--- config.mk ---
export PLATFORM = sky130hd
export DESIGN_NAME = store_buffer_mem
export DESIGN_NICKNAME = d
export VERILOG_FILES = /design/src/rtl/rv32_mem_pkg.sv /design/src/rtl/sb_match.sv /design/src/rtl/store_buffer_mem.sv
export SDC_FILE = /design/constraint.sdc
export NUM_CORES = 1
export LEC_CHECK = 0
export ABC_AREA = 1
export CORE_MARGIN = 1.5
export CORE_UTILIZATION = 50
export CTS_CLUSTER_DIAMETER = 50
export CTS_CLUSTER_SIZE = 10
export DETAILED_ROUTE_END_ITERATION = 10
export PLACE_DENSITY = 0.74
export SYNTH_ARGS = -nofsm -noshare
export SYNTH_HDL_FRONTEND = slang
export SYNTH_SLANG_ARGS = --single-unit
--- constraint.sdc ---
create_clock -name clk -period 7.9 [get_ports clk]
set_input_delay 0.79 -clock clk [delete_from_list [all_inputs] [get_ports clk]]
set_output_delay 0.79 -clock clk [all_outputs]
set_load 0.02 [all_outputs]
--- src/rtl/rv32_mem_pkg.sv ---
// Shared MEM-stage definitions for the RV32 data path.
// Contents:
//   BE_BYTE / BE_HALF / BE_WORD : lane-0 aligned store/load byte enables
//   sb_entry_t                  : one buffered store (word address, byte offset, data, enables)
//   load_type_t                 : load encodings shared with the data extender
//   align_be()                  : moves a lane-0 byte enable onto the lanes selected by addr[1:0]
package rv32_mem_pkg;

    localparam logic [3:0] BE_BYTE = 4'h1;
    localparam logic [3:0] BE_HALF = 4'h3;
    localparam logic [3:0] BE_WORD = 4'hF;

    typedef struct packed {
        logic [29:0] word_addr;
        logic [1:0]  byte_off;
        logic [31:0] data;
        logic [3:0]  be;
    } sb_entry_t;

    typedef enum logic [2:0] {
        LD_LB  = 3'd0,
        LD_LH  = 3'd1,
        LD_LW  = 3'd2,
        LD_LBU = 3'd4,
        LD_LHU = 3'd5
    } load_type_t;

    // Accesses are naturally aligned, so bits shifted past lane 3 never carry
    // meaning and are dropped.
    function automatic logic [3:0] align_be(input logic [3:0] be, input logic [1:0] off);
        return be << off;
    endfunction

endpackage

--- src/rtl/sb_match.sv ---
// Per-entry overlap detector for the MEM-stage store buffer.
// Ports:
//   entry_valid      in  : entry holds a live store
//   entry_word_addr  in  : entry word address (byte address [31:2])
//   entry_byte_off   in  : entry byte offset (byte address [1:0])
//   entry_be         in  : entry byte enables, lane-0 aligned
//   ld_addr          in  : load byte address
//   ld_be            in  : load byte enables, lane-0 aligned
//   match            out : live entry in the same word sharing at least one byte with the load
//   mask             out : entry byte enables moved onto their real lanes
module sb_match
    import rv32_mem_pkg::*;
(
    input  logic        entry_valid,
    input  logic [29:0] entry_word_addr,
    input  logic [1:0]  entry_byte_off,
    input  logic [3:0]  entry_be,
    input  logic [31:0] ld_addr,
    input  logic [3:0]  ld_be,
    output logic        match,
    output logic [3:0]  mask
);

    logic [3:0] ld_mask;

    assign mask    = align_be(entry_be, entry_byte_off);
    assign ld_mask = align_be(ld_be, ld_addr[1:0]);
    assign match   = entry_valid
                  && (entry_word_addr == ld_addr[31:2])
                  && ((mask & ld_mask) != 4'h0);

endmodule

--- src/rtl/store_buffer_mem.sv ---
// MEM-stage store buffer: a small FIFO of committed stores that drains into the
// single-ported data cache in cycles where no load owns the port. Loads that
// overlap a buffered store stall until the store has drained, or, when built
// with SB_STORE_FWD_EN defined, are served directly from the buffer when every
// requested byte is covered.
// Ports:
//   clk, rst                         : clock, synchronous active-high reset
//   bubbleM, flushM                  : MEM bubble / flush, both suppress the current request
//   st_valid, st_addr, st_data, st_be: incoming store (lane-0 aligned data and enables)
//   ld_valid, ld_addr, ld_be         : incoming load
//   cache_write_en/addr/in_data      : drain port towards the data cache
//   fwd_valid, fwd_data              : forwarded load data (SB_STORE_FWD_EN only, else 0)
//   stall_req                        : stall request to the hazard unit
//   sb_empty, sb_full                : buffer occupancy flags
module store_buffer_mem
    import rv32_mem_pkg::*;
#(
    parameter int DEPTH = 4,
    parameter int PTR_W = $clog2(DEPTH)
) (
    input  logic        clk,
    input  logic        rst,
    input  logic        bubbleM,
    input  logic        flushM,
    input  logic        st_valid,
    input  logic [31:0] st_addr,
    input  logic [31:0] st_data,
    input  logic [3:0]  st_be,
    input  logic        ld_valid,
    input  logic [31:0] ld_addr,
    input  logic [3:0]  ld_be,
    output logic [3:0]  cache_write_en,
    output logic [31:0] cache_addr,
    output logic [31:0] cache_in_data,
    output logic        fwd_valid,
    output logic [31:0] fwd_data,
    output logic        stall_req,
    output logic        sb_empty,
    output logic        sb_full
);

    localparam logic [PTR_W:0] FULL_CNT = (PTR_W + 1)'(DEPTH);

    sb_entry_t        entries_reg [DEPTH];
    logic [DEPTH-1:0] valid_reg;
    logic [PTR_W-1:0] rd_ptr_reg, rd_ptr_next;
    logic [PTR_W-1:0] wr_ptr_reg, wr_ptr_next;
    logic [PTR_W:0]   count_reg, count_next;

    logic [DEPTH-1:0] match_vec;
    logic [3:0]       mask_vec [DEPTH];

    sb_entry_t head;
    logic      req_ok;
    logic      ld_req;
    logic      any_match;
    logic      ld_hazard;
    logic      push;
    logic      drain_en;

    assign sb_empty = (count_reg == '0);
    assign sb_full  = (count_reg == FULL_CNT);
    assign head     = entries_reg[rd_ptr_reg];

    for (genvar gi = 0; gi < DEPTH; gi++) begin : g_match
        sb_match u_match (
            .entry_valid     (valid_reg[gi]),
            .entry_word_addr (entries_reg[gi].word_addr),
            .entry_byte_off  (entries_reg[gi].byte_off),
            .entry_be        (entries_reg[gi].be),
            .ld_addr         (ld_addr),
            .ld_be           (ld_be),
            .match           (match_vec[gi]),
            .mask            (mask_vec[gi])
        );
    end

    assign req_ok    = !bubbleM && !flushM;
    assign ld_req    = ld_valid && req_ok;
    assign any_match = |match_vec;

`ifdef SB_STORE_FWD_EN
    logic [31:0] shifted_data [DEPTH];
    logic [31:0] merged_data;
    logic [3:0]  merged_mask;
    logic [3:0]  ld_mask;
    logic        covered;

    for (genvar gi = 0; gi < DEPTH; gi++) begin : g_shift
        assign shifted_data[gi] = entries_reg[gi].data << {entries_reg[gi].byte_off, 3'b000};
    end

    // Walk from the head (oldest) towards the tail so younger stores
    // overwrite older bytes: the youngest writer of each byte wins.
    always_comb begin
        logic [PTR_W-1:0] idx;
        idx         = '0;
        merged_data = '0;
        merged_mask = '0;
        for (int k = 0; k < DEPTH; k++) begin
            idx = rd_ptr_reg + PTR_W'(k);
            if (match_vec[idx]) begin
                for (int b = 0; b < 4; b++) begin
                    if (mask_vec[idx][b]) begin
                        merged_data[8*b +: 8] = shifted_data[idx][8*b +: 8];
                    end
                end
                merged_mask = merged_mask | mask_vec[idx];
            end
        end
    end

    assign ld_mask   = align_be(ld_be, ld_addr[1:0]);
    assign covered   = ((merged_mask & ld_mask) == ld_mask);
    assign ld_hazard = ld_req && any_match && !covered;
    assign fwd_valid = ld_req && any_match && covered;
    assign fwd_data  = fwd_valid ? (merged_data >> {ld_addr[1:0], 3'b000}) : 32'h0;
`else
    // Byte masks are only consumed by the forwarding merge.
    logic [3:0] unused_mask;
    always_comb begin
        unused_mask = '0;
        for (int k = 0; k < DEPTH; k++) begin
            unused_mask = unused_mask ^ mask_vec[k];
        end
    end

    assign ld_hazard = ld_req && any_match;
    assign fwd_valid = 1'b0;
    assign fwd_data  = 32'h0;
`endif

    assign stall_req = (st_valid && sb_full) || ld_hazard;

    // A stalled load frees the cache port, which is what lets the
    // conflicting store drain and the stall resolve.
    assign drain_en = !sb_empty && (!ld_valid || stall_req);
    assign push     = st_valid && req_ok && !sb_full;

    always_comb begin
        cache_write_en = '0;
        cache_addr     = '0;
        cache_in_data  = '0;
        if (drain_en) begin
            cache_write_en = head.be;
            cache_addr     = {head.word_addr, head.byte_off};
            cache_in_data  = head.data;
        end
    end

    always_comb begin
        rd_ptr_next = rd_ptr_reg;
        wr_ptr_next = wr_ptr_reg;
        count_next  = count_reg;
        if (drain_en) begin
            rd_ptr_next = rd_ptr_reg + 1'b1;
        end
        if (push) begin
            wr_ptr_next = wr_ptr_reg + 1'b1;
        end
        case ({push, drain_en})
            2'b10:   count_next = count_reg + 1'b1;
            2'b01:   count_next = count_reg - 1'b1;
            default: count_next = count_reg;
        endcase
    end

    always_ff @(posedge clk) begin
        if (rst) begin
            rd_ptr_reg <= '0;
            wr_ptr_reg <= '0;
            count_reg  <= '0;
            valid_reg  <= '0;
            for (int i = 0; i < DEPTH; i++) begin
                entries_reg[i] <= '0;
            end
        end else begin
            rd_ptr_reg <= rd_ptr_next;
            wr_ptr_reg <= wr_ptr_next;
            count_reg  <= count_next;
            // Push and pop never target the same slot: that would need the
            // buffer to be both empty and full.
            if (drain_en) begin
                valid_reg[rd_ptr_reg] <= 1'b0;
            end
            if (push) begin
                valid_reg[wr_ptr_reg]   <= 1'b1;
                entries_reg[wr_ptr_reg] <= '{word_addr: st_addr[31:2],
                                             byte_off:  st_addr[1:0],
                                             data:      st_data,
                                             be:        st_be};
            end
        end
    end

endmodule

# Word level (Yosys, flattened, before mapping)
# Memories as Yosys holds them, arrays and structs flattened. A register that Yosys moved wholly into a read port is not among the register bits.
# Index checks and enable logic that the tools add are counted.
# W data, S select, Z words.
# totals
register_bits	11
mem_bits_rw	272
inputBits	110
out_inout_bits	104
wordCells	85
mem_count	1
# memory_table
name	words	word_bits	rd	rd_clocked_by_memory_dff	write_ports	line_no	rtl
entries_reg	4	68	5	1	4	store_buffer_mem.sv:44	sb_entry_t entries_reg [DEPTH];
# classes
n_addsub	4
magnitude_cmp	4
n_eq_ne	7
n_shift	5
mux	21
bitwise_logic	7
n_reduce_logical	32
# ops
cell	n
$eq A30 B30 Y1	4
$mux W68	1
$reduce_or A68 Y1	1
$mux W32	2
$and A4 B4 Y4	5
$shl A4 B2 Y4	5
$logic_and A1 B1 Y1	17
$mux W4	4
$reduce_bool A4 Y1	4
$mux W1	8
$lt A2 B3 Y1 const B	2
$mux W2	3
$pmux W3 S2	1
$logic_not A1 Y1	5
$add A2 B1 Y2 const B	2
$demux W1 S2	2
$ge A2 B1 Y1 const B	2
$not A4 Y4	1
$or A4 B4 Y4	1
$reduce_or A4 Y1	1
$add A3 B1 Y3 const B	1
$eq A3 B3 Y1 const B	1
$logic_not A3 Y1	1
$sub A3 B1 Y3 const B	1
4 further kinds	5

# Longest topological paths before layout
# Gate-level depths: netlist of run 1.
# An unclocked memory read counts as a cell.
# depth
depth_word	14
mapped_depth	23
depth_no_buf	21

# Modules after synthesis
# Synthesis of run 1 repeated with hierarchy kept, for this count alone.
# hier_totals
cells_unflattened	2024
hier_area_um2	15970.3
# modules_own_cells
mod	instances	cells_per_inst	area_each_um2
store_buffer_mem	1	1312	12942.4
sb_match	4	178	757.0

# Worst setup path before layout of run 1
# OpenSTA, ideal clock, no wires.
# synth_path
path_kind	reg-to-reg
startpoint	reg count_reg[2]
endpoint	mem entries_reg[3][0] (netlist bit) (enable)
setup_ns	0.578
arrival_time_ns	6.062
required_time_ns	7.322
slack_ns	1.260
stages_incl_launch_ff	9
n_path_buf	0
period_less_slack_ns	6.640
path_cell_list	dfxtp_1 inv_1 nor3_1 nor3_2 inv_1 nor2_4 inv_2 nor2_4 nor3_1
# synth_lines
item	line_no	rtl
from (decl)	store_buffer_mem.sv:48	logic [PTR_W:0] count_reg, count_next;
from (signal assigned)	store_buffer_mem.sv:180	count_reg <= count_next;
to (decl)	store_buffer_mem.sv:44	

# Final worst setup path of run 1
# layout_path
startpoint	in ld_addr[23]
endpoint	out cache_addr[13]
# layout_between
elab_chain_cells	9
word_cells_on_any_way	18
# layout_rtl
item	line_no	rtl
from (decl)	store_buffer_mem.sv:30	input logic [31:0] ld_addr,
$eq A30 B30 Y1	sb_match.sv:29	&& (entry_word_addr == ld_addr[31:2])
$logic_and A1 B1 Y1	sb_match.sv:29	
$logic_and A1 B1 Y1	sb_match.sv:30	&& ((mask & ld_mask) != 4'h0);
$reduce_or A4 Y1 (*)	store_buffer_mem.sv:80	assign any_match = |match_vec;
$logic_and A1 B1 Y1 (*)	store_buffer_mem.sv:128	assign ld_hazard = ld_req && any_match;
$logic_or A1 B1 Y1 (*)	store_buffer_mem.sv:133	assign stall_req = (st_valid && sb_full) || ld_hazard;
$logic_or A1 B1 Y1 (*)	store_buffer_mem.sv:137	assign drain_en = !sb_empty && (!ld_valid || stall_req);
$logic_and A1 B1 Y1 (*)	store_buffer_mem.sv:137	
$mux W32 (*)	store_buffer_mem.sv:144	if (drain_en) begin
to (decl)	store_buffer_mem.sv:33	output logic [31:0] cache_addr,
# Mark *: on every way between the ends. The rest lies on a longest branch, timed or not.

==> results.py, run 1 <==
metrics = {
    "status": {
        "status": "finished, final reports clean",
    },
    "cts": {
        "numCtsBuffers": 37,
        "clock-sinks": 285,
        "cts_root_buf": "clkbuf_16",
        "clock_latency_ns": 0.52,
        "clockBufferDepth": 3,
        "cts_resized": 0,
        "path_clk_slew_ns": 0.06,
        "postCtsHoldBufs": 0,
        "htreeDepth": 2,
        "post-cts-setup-buffers": 0,
        "tritoncts": "yes",
    },
    "yosys": {
        "syn_avg_cell_area_um2": 8.08,
        "synthTopCellsByArea": "edfxtp_1 53%, nand2_1 12%, nor2_1 8.8%, inv_1 6.3%, a21oi_1 4.7%",
        "ys_seq_area_frac": 0.545,
        "synth_top_cell_by_area": "edfxtp_1",
        "netlist_instances": 1912,
        "ys_seq_elements": 285,
        "synthesis.area_mm2": 0.0155,
        "yosysUniqueCellTypes": 32,
        "synth_warnings": 0,
        "yosysTopAreaCellShare": 0.529,
    },
    "pwr": {
        "ir_drop_mv": 0.180,
        "swShare": 0.303,
        "p_clk_frac": 0.367,
        "p_per_area_mw_per_mm2": 235,
        "seq_power_share": 0.421,
        "internal_power_mw": 3.04,
        "pwr-share-comb": 0.212,
        "p_leak_nw": 8.04,
        "switching_power_mw": 1.32,
    },
    "sta": {
        "fin_crit_sh": 0.659,
        "setup_viol": 0,
        "relSlewSlack": 0.209,
        "slew_viol_final": 0,
        "fin_tns_setup_ns": 0,
        "fin_crit_ns": 5.21,
        "hold_slack_ns": 0.503,
        "worst_pin_slew_ns": 1.19,
        "finalClockSkew_ns": 0.0166,
        "fmax_ghz": 0.192,
        "rsz0062_at_grt": "false",
        "hold_viol": 0,
    },
    "critical_path": {
        "reg2reg_depth": 10,
        "r2r_start": "count_reg[2]",
        "cp.arrival_ns": 4.42,
        "crit_path_end_kind": "primary output",
        "critical_path_class": "in -> out",
        "worst_ep_required_time_ns": 7.11,
        "reg2reg_slack_ns": 3.96,
        "timing.rr.end": "entries_reg[0][42]",
        "crit_fanout": 69,
        "worstSetupStartpointType": "primary input",
    },
    "global_routing": {
        "overflow": 0,
        "grt_max_degree": 103,
        "grt_first_pass_wirelength_um": 71300,
        "antenna_found_initial": 4,
        "grt_use_total": 0.296,
        "grt_pass1_vias": 12900,
    },
    "floorplan": {
        "fp.dieH_um": 179,
        "die-width_um": 179,
        "num_io_pins": 214,
        "start_util": 0.507,
        "coreArea_mm2": 0.0305,
        "die-area_mm2": 0.0320,
        "rows": 64,
    },
    "detailed_routing": {
        "final_antenna_net_count": 0,
        "via_per_inst": 5.45,
        "vias": 13500,
        "wl_per_cell_um": 18.9,
        "firstDrtPassIters": 6,
        "drc": 0,
        "routed_wl_um": 46800,
        "first_iter_violations": 1439,
    },
    "final_layout": {
        "nFillCells": 2686,
        "area_growth_pct": 19.8,
        "drive_gt1_frac": 0.0371,
        "nets": 2182,
        "largest_reg_flops": 272,
    },
    "run": {
        "max-cap-violations": 0,
    },
    "worst_hold_path": {
        "hold_depth": 2,
        "worstHoldStart": "count_reg[2]",
        "hold_path.class": "reg -> reg",
        "hold_path_end": "count_reg[2]",
    },
    "placed_design": {
        "io_buffers": 180,
        "finalWeightedCongestion": 1.03,
        "dpl.hpwl_um": 30100,
    },
}
worst max-delay path, stage by stage:
cell and delay, ns:
clkdlybuf4s50_1 0.56, inv_1 0.11, a21oi_1 0.28, nand2_1 0.11, nor2_1 0.11, nand2_1 0.10
nor2_1 0.13, nand3_1 0.09, nand2_1 0.08, o21ai_2 0.12, nand3_4 0.14, nand2_4 0.51
nor3_1 0.58, clkdlybuf4s50_1 0.70
how the worst max path moves through the flow:
stage | to | depth (start not counted) | from
floorplan | entries_reg[3][0] | 8 | count_reg[2]
global placement | cache_addr[13] | 14 | ld_addr[23]
detailed placement | cache_addr[13] | 14 | ld_addr[23]
CTS | cache_addr[13] | 14 | ld_addr[23]
global route | cache_addr[13] | 14 | ld_addr[23]
finish | cache_addr[13] | 14 | ld_addr[23]
cells in the final DEF (no fill, tap or decap), types with 5 or more instances in the layout:
master	instances
a21oi_1	146
buf_4	11
clkbuf_1	5
clkbuf_16	37
clkdlybuf4s50_1	180
conb_1	33
dfxtp_1	11
edfxtp_1	272
ha_1	9
inv_1	259
nand2_1	506
nand3_1	39
nand4_1	19
nor2_1	364
nor3_1	44
o211ai_1	5
o21ai_0	73
xnor2_1	23
stage by stage:
step,cell area [µm²],setup slack [ns],utilization,cells,total power [mW]
floorplan,15600,1.26,-,1944,2.41
global placement,17400,2.73,0.570,2419,2.76
detailed placement,17400,2.78,0.570,2419,2.77
CTS,18500,2.76,0.607,2472,4.36
global route,18500,2.47,0.607,2473,4.52
finish,18500,2.69,0.607,2474,4.36
power groups by stage:
stage / registers, mW / clock network [mW] / logic (mW)
floorplan: 1.81 / 0 / 0.603
global placement: 1.86 / 0 / 0.903
detailed placement: 1.86 / 0 / 0.911
CTS: 1.83 / 1.61 / 0.917
global route: 1.85 / 1.67 / 1.01
finish: 1.84 / 1.60 / 0.924
cell families after synthesis:
family	share of synthesized area
xor gates and xnor gates	0.0153
other	0.000243
AOI/OAI and AO/OA	0.0744
buffers and inverters	0.103
DFF	0.545
adders and majority gates	0.00858
and+or+nand+nor	0.253
area by class of cell:
type                       count  area (µm²)  area share
multi-input combinational   1283        5580       0.301
tap                          396         495      0.0268
antenna                        2        5.00    0.000270
inverter                     264         995      0.0537
clock inverter                10         163     0.00878
clock buffer                  43         958      0.0518
sequential                   285        8440       0.456
timing repair buffer         191        1880       0.102
routing by layer:
metal,wire (µm),GRT usage
met5,34,0
met4,1890,0.122
met3,4520,0.0466
met2,21800,0.490
met1,18500,0.388
synthesized netlist by cell type:
cell / instances
xor2_1: 4
buf_1: 2
nand2_4: 1
nor2_4: 2
fa_1: 1
or2_1: 2
nor3_2: 1
nand3_1: 39
buf_4: 33
conb_1: 1
inv_1: 259
nand3_4: 1
clkinv_1: 1
ha_1: 9
o21ai_2: 1
dfxtp_1: 13
o211ai_1: 5
edfxtp_1: 272
o21ai_0: 73
buf_2: 22
clkbuf_1: 51
nand2_1: 511
a21oi_1: 146
nand4_1: 19
nand2_2: 1
nor2_1: 364
nor3_1: 45
buf_6: 4
inv_2: 4
xnor2_1: 23
or2_0: 1
o21bai_1: 1
Note: power is estimated with default switching activity, not from simulation.
==> inputs of run 2 (changes only) <==
==> constraint.sdc (replaced) <==
create_clock -name clk -period 5.3 [get_ports clk]
set_input_delay 0.53 -clock clk [delete_from_list [all_inputs] [get_ports clk]]
set_output_delay 0.53 -clock clk [all_outputs]
set_load 0.02 [all_outputs]
==> results.py, run 2 (synthesis results as in run 1) <==
metrics = {
    "status": {
        "status": "finished, final reports clean",
    },
    "cts": {
        "cts_resized": 0,
        "postCtsHoldBufs": 0,
        "clock-sinks": 285,
        "cts_root_buf": "clkbuf_16",
        "path_clk_slew_ns": 0.05,
        "tritoncts": "yes",
        "clockBufferDepth": 3,
        "post-cts-setup-buffers": 0,
        "numCtsBuffers": 37,
        "htreeDepth": 2,
        "clock_latency_ns": 0.52,
    },
    "final_layout": {
        "largest_reg_flops": 272,
        "layout.cells.non_filler": 2486,
        "nets": 2187,
        "nFillCells": 2682,
        "layout_commonest_cell": "nand2_1",
        "regArea_mm2": 0.00844,
        "area_growth_pct": 20.6,
        "drive_gt1_frac": 0.0378,
        "multi_input_area_mm2": 0.00559,
        "final_cell_mix": "506 x nand2_1, 364 x nor2_1, 272 x edfxtp_1",
    },
    "placed_design": {
        "finalWeightedCongestion": 1.03,
        "io_buffers": 180,
        "dpl.hpwl_um": 29500,
        "dp.cells": 2424,
    },
    "sta": {
        "relSlewSlack": 0.303,
        "finalClockSkew_ns": 0.0183,
        "fin_crit_ns": 4.45,
        "slew_viol_final": 0,
        "fin_crit_sh": 0.840,
        "hold_viol": 0,
        "setup_viol": 0,
        "fin_tns_setup_ns": 0,
        "rsz0062_at_grt": "false",
        "worst_pin_slew_ns": 1.05,
        "fmax_ghz": 0.225,
    },
    "critical_path": {
        "critical_path_class": "in -> out",
        "worst_ep_required_time_ns": 4.77,
        "reg2reg_depth": 20,
        "r2r_start": "entries_reg[2][54]",
        "worstSetupStartpointType": "primary input",
        "cp.arrival_ns": 3.92,
        "timing.rr.end": "count_reg[2]",
        "crit_fanout": 31,
        "reg2reg_slack_ns": 2.07,
        "crit_path_end_kind": "primary output",
    },
    "global_routing": {
        "grt_use_total": 0.290,
        "overflow": 0,
        "grt_max_degree": 81,
        "grt_first_pass_wirelength_um": 70200,
        "grt_pass1_vias": 13100,
        "antenna_found_initial": 2,
    },
    "detailed_routing": {
        "firstDrtPassIters": 5,
        "vias": 13400,
        "routed_wl_um": 45600,
        "drc": 0,
        "final_antenna_net_count": 0,
        "first_iter_violations": 1364,
        "via_per_inst": 5.40,
        "wl_per_cell_um": 18.3,
    },
    "worst_hold_path": {
        "hold_path.class": "reg -> reg",
        "worstHoldStart": "count_reg[2]",
        "hold_path_end": "count_reg[2]",
        "hold_depth": 2,
    },
    "pwr": {
        "p_per_area_mw_per_mm2": 349,
        "p_leak_nw": 8.09,
        "ir_drop_mv": 0.233,
    },
    "floorplan": {
        "coreArea_mm2": 0.0305,
        "num_io_pins": 214,
        "die-width_um": 179,
        "fp.dieH_um": 179,
        "start_util": 0.507,
        "die-area_mm2": 0.0320,
        "rows": 64,
    },
    "run": {
        "max-cap-violations": 0,
    },
}
run 2: cell count changes in the layout (fill, tap and decap cells not counted), sizes merged:
cell	change
bufinv	-1
clkinvlp	-1
inv	-1
buf	+5
clkbuf	+7
clkinv	+3
run 2: area by class of cell:
type                            instances  area share
Timing Repair Buffer                  196       0.106
Clock buffer                           50      0.0546
Sequential cell                       285       0.453
Antenna cell                            2    0.000269
Multi-Input combinational cell       1283       0.300
Tap cell                              396      0.0266
Clock inverter                         10     0.00678
Inverter                              264      0.0534
run 2: how the worst max path moves through the flow:
stage / depth (start not counted) / startpoint / to / slack, ns
floorplan: 8 / count_reg[2] / entries_reg[3][0] / 0.76
global placement: 15 / ld_addr[23] / cache_in_data[6] / 0.87
detailed placement: 17 / ld_addr[11] / cache_in_data[6] / 0.89
CTS: 17 / ld_addr[11] / cache_in_data[6] / 0.87
global route: 15 / ld_addr[23] / cache_in_data[6] / 0.64
finish: 14 / ld_addr[23] / cache_addr[13] / 0.85
run 2: power by group:
group          switching [mW]  internal [mW]  leakage (nW)  total (mW)
clock network           0.902           1.48         0.553        2.38
registers               0.151           2.60          2.92        2.75
logic                   0.897          0.475          4.62        1.37
run 2: routing by layer:
| layer | vias to the layer above | routed length, µm | share of wire | track usage |
|---|---|---|---|---|
| li1 | 6320 | - | - | - |
| met1 | 6228 | 18200 | 0.40 | 0.376 |
| met2 | 739 | 21100 | 0.46 | 0.475 |
| met3 | 125 | 4360 | 0.096 | 0.0532 |
| met4 | 0 | 1950 | 0.043 | 0.126 |
| met5 | - | 0 | 0 | 0 |
run 2: worst max-delay path, stage by stage:
cell and delay [ns]:
clkdlybuf4s50_1 0.59, inv_1 0.13, a21oi_1 0.20, nand2_1 0.07
nor2_1 0.12, nand2_1 0.08, nor2_1 0.19, nand3_1 0.10
nand2_1 0.11, o21ai_2 0.12, nand3_4 0.15, nand2_4 0.31
nor3_1 0.50, clkdlybuf4s50_1 0.70
run 2: per-stage QoR:
stage / worst slack, ns / hold WS [ns] / cell area (µm²) / power (mW) / util
3_5_place_dp: 0.891 / 0.484 / 17500 / 4.15 / 0.573
5_1_grt: 0.644 / 0.523 / 18600 / 6.75 / 0.611
6_report: 0.849 / 0.507 / 18600 / 6.50 / 0.611
2_1_floorplan: 0.764 / 0.460 / 15600 / 3.59 / -
4_1_cts: 0.874 / 0.504 / 18600 / 6.51 / 0.611
3_3_place_gp: 0.869 / 0.476 / 17500 / 4.12 / 0.573
==> inputs of run 3 (changes only) <==
--- a/config.mk
+++ b/config.mk
@@ -11,7 +11,7 @@
 export CTS_CLUSTER_DIAMETER = 50
 export CTS_CLUSTER_SIZE = 10
 export DETAILED_ROUTE_END_ITERATION = 10
-export PLACE_DENSITY = 0.74
+export PLACE_DENSITY = 0.77
 export SYNTH_ARGS = -nofsm -noshare
 export SYNTH_HDL_FRONTEND = slang
 export SYNTH_SLANG_ARGS = --single-unit
==> constraint.sdc (replaced) <==
create_clock -name clk -period 3.68 [get_ports clk]
set_input_delay 0.368 -clock clk [delete_from_list [all_inputs] [get_ports clk]]
set_output_delay 0.368 -clock clk [all_outputs]
set_load 0.02 [all_outputs]
==> results.py, run 3 (synthesis results as in run 1) <==
metrics = {
    "detailed_routing": {
        "first_iter_violations": 1736,
        "drc": 0,
        "firstDrtPassIters": 8,
        "via_per_inst": 5.36,
        "vias": 13400,
        "final_antenna_net_count": 0,
        "wl_per_cell_um": 18.2,
        "routed_wl_um": 45500,
    },
    "cts": {
        "postCtsHoldBufs": 0,
        "htreeDepth": 2,
        "tritoncts": "yes",
        "numCtsBuffers": 36,
        "cts_root_buf": "clkbuf_16",
        "clock-sinks": 285,
        "clockBufferDepth": 3,
        "clock_latency_ns": 0.52,
        "path_clk_slew_ns": 0.05,
    },
    "final_layout": {
        "final_cell_mix": "506 x nand2_1, 364 x nor2_1, 272 x edfxtp_1",
        "finish.instance_area_mm2": 0.0189,
        "largest_reg_flops": 272,
        "nets": 2204,
        "drive_gt1_frac": 0.0465,
        "area_growth_pct": 22.2,
        "nFillCells": 2587,
        "layout_commonest_cell": "nand2_1",
        "regArea_mm2": 0.00843,
        "multi_input_area_mm2": 0.00560,
    },
    "floorplan": {
        "die-width_um": 179,
        "die-area_mm2": 0.0320,
        "num_io_pins": 214,
        "start_util": 0.507,
        "coreArea_mm2": 0.0305,
        "rows": 64,
        "fp.dieH_um": 179,
    },
    "critical_path": {
        "reg2reg_depth": 22,
        "reg2reg_slack_ns": 0.61,
        "r2r_start": "entries_reg[2][63]",
        "critPathLaunch": "ld_addr[21]",
        "worstSetupStartpointType": "primary input",
        "cp.arrival_ns": 3.15,
        "crit_path_end_kind": "primary output",
        "crit_fanout": 6,
        "worst_ep_required_time_ns": 3.31,
        "critical_path_class": "in -> out",
    },
    "global_routing": {
        "grt_first_pass_wirelength_um": 68600,
        "grt_use_total": 0.284,
        "grt_pass1_vias": 13000,
        "grt_max_degree": 89,
        "antenna_found_initial": 3,
        "overflow": 0,
    },
    "worst_hold_path": {
        "hold_path.class": "reg -> reg",
        "worstHoldStart": "count_reg[2]",
        "hold_depth": 2,
    },
    "sta": {
        "worst_pin_slew_ns": 0.988,
        "setup_viol": 0,
        "relSlewSlack": 0.341,
        "fin_crit_ns": 3.52,
        "fin_crit_sh": 0.957,
        "worst_slack_ns": 0.160,
        "finalClockSkew_ns": 0.0246,
        "hold_viol": 0,
        "fmax_ghz": 0.284,
        "slew_viol_final": 0,
        "fin_tns_setup_ns": 0,
    },
    "placed_design": {
        "dpl.hpwl_um": 29700,
        "pre_cts_ws_ns": -0.0384,
        "finalWeightedCongestion": 1.06,
        "io_buffers": 180,
        "placed_area_mm2": 0.0177,
    },
    "pwr": {
        "p_leak_nw": 9.19,
        "ir_drop_mv": 0.404,
        "p_per_area_mw_per_mm2": 487,
        "total_power_mw": 9.20,
    },
    "run": {
        "max-cap-violations": 0,
    },
    "status": {
        "status": "finished, final reports clean",
    },
}
run 3: through the flow:
step | util | hold slack, ns | std cells
final | 0.619 | 0.506 | 2504
after global routing | 0.619 | 0.533 | 2502
after CTS | 0.614 | 0.499 | 2502
after detailed placement | 0.579 | 0.489 | 2442
after global placement | 0.579 | 0.477 | 2442
after floorplan | - | 0.461 | 1944
run 3: where the power goes:
group          switching (mW)  internal, mW  leakage, nW
Combinational            1.39         0.721         5.75
Sequential              0.133          3.74         2.92
Clock                    1.30          1.92        0.514
run 3: worst paths after layout:
check	endpoint
max	cache_in_data[13]
min	count_reg[2]
max reg2reg	count_reg[2]
min reg2reg	count_reg[2]
run 3: final cells by class:
class	count	area share
sequential	285	0.447
antenna	2	0.000265
clock buffer	53	0.0522
multi-input combinational	1283	0.296
timing repair buffer	214	0.122
tap	396	0.0262
clock inverter	7	0.00378
inverter	264	0.0526
run 3: critical path, stage by stage:
cell and delay, ns:
clkdlybuf4s50_1 0.58, inv_1 0.12, nand2_1 0.09, nand2_1 0.06, inv_1 0.07, nand2_1 0.06, nor2_1 0.09, nand2_1 0.06
nor2_1 0.17, nand3_1 0.10, nand2_1 0.11, o21ai_4 0.10, nand3_4 0.09, nand2_4 0.10, nor3_1 0.29, clkdlybuf4s50_1 0.69
run 3: timing repair:
action	CTS	global route
cloned	0	0
gates resized for setup	1	59
setup buffers	0	0
setup endpoints to repair	1	64
run 3: routing by layer:
layer  wire, µm  global-route usage  vias to the layer above  part of all wire
met4       1960               0.131                        2             0.043
met1      17000               0.358                     6134              0.37
li1           -                   -                     6359                 -
met2      21100               0.464                      808              0.46
met5         13                   0                        -           0.00029
met3       5360              0.0666                      112              0.12
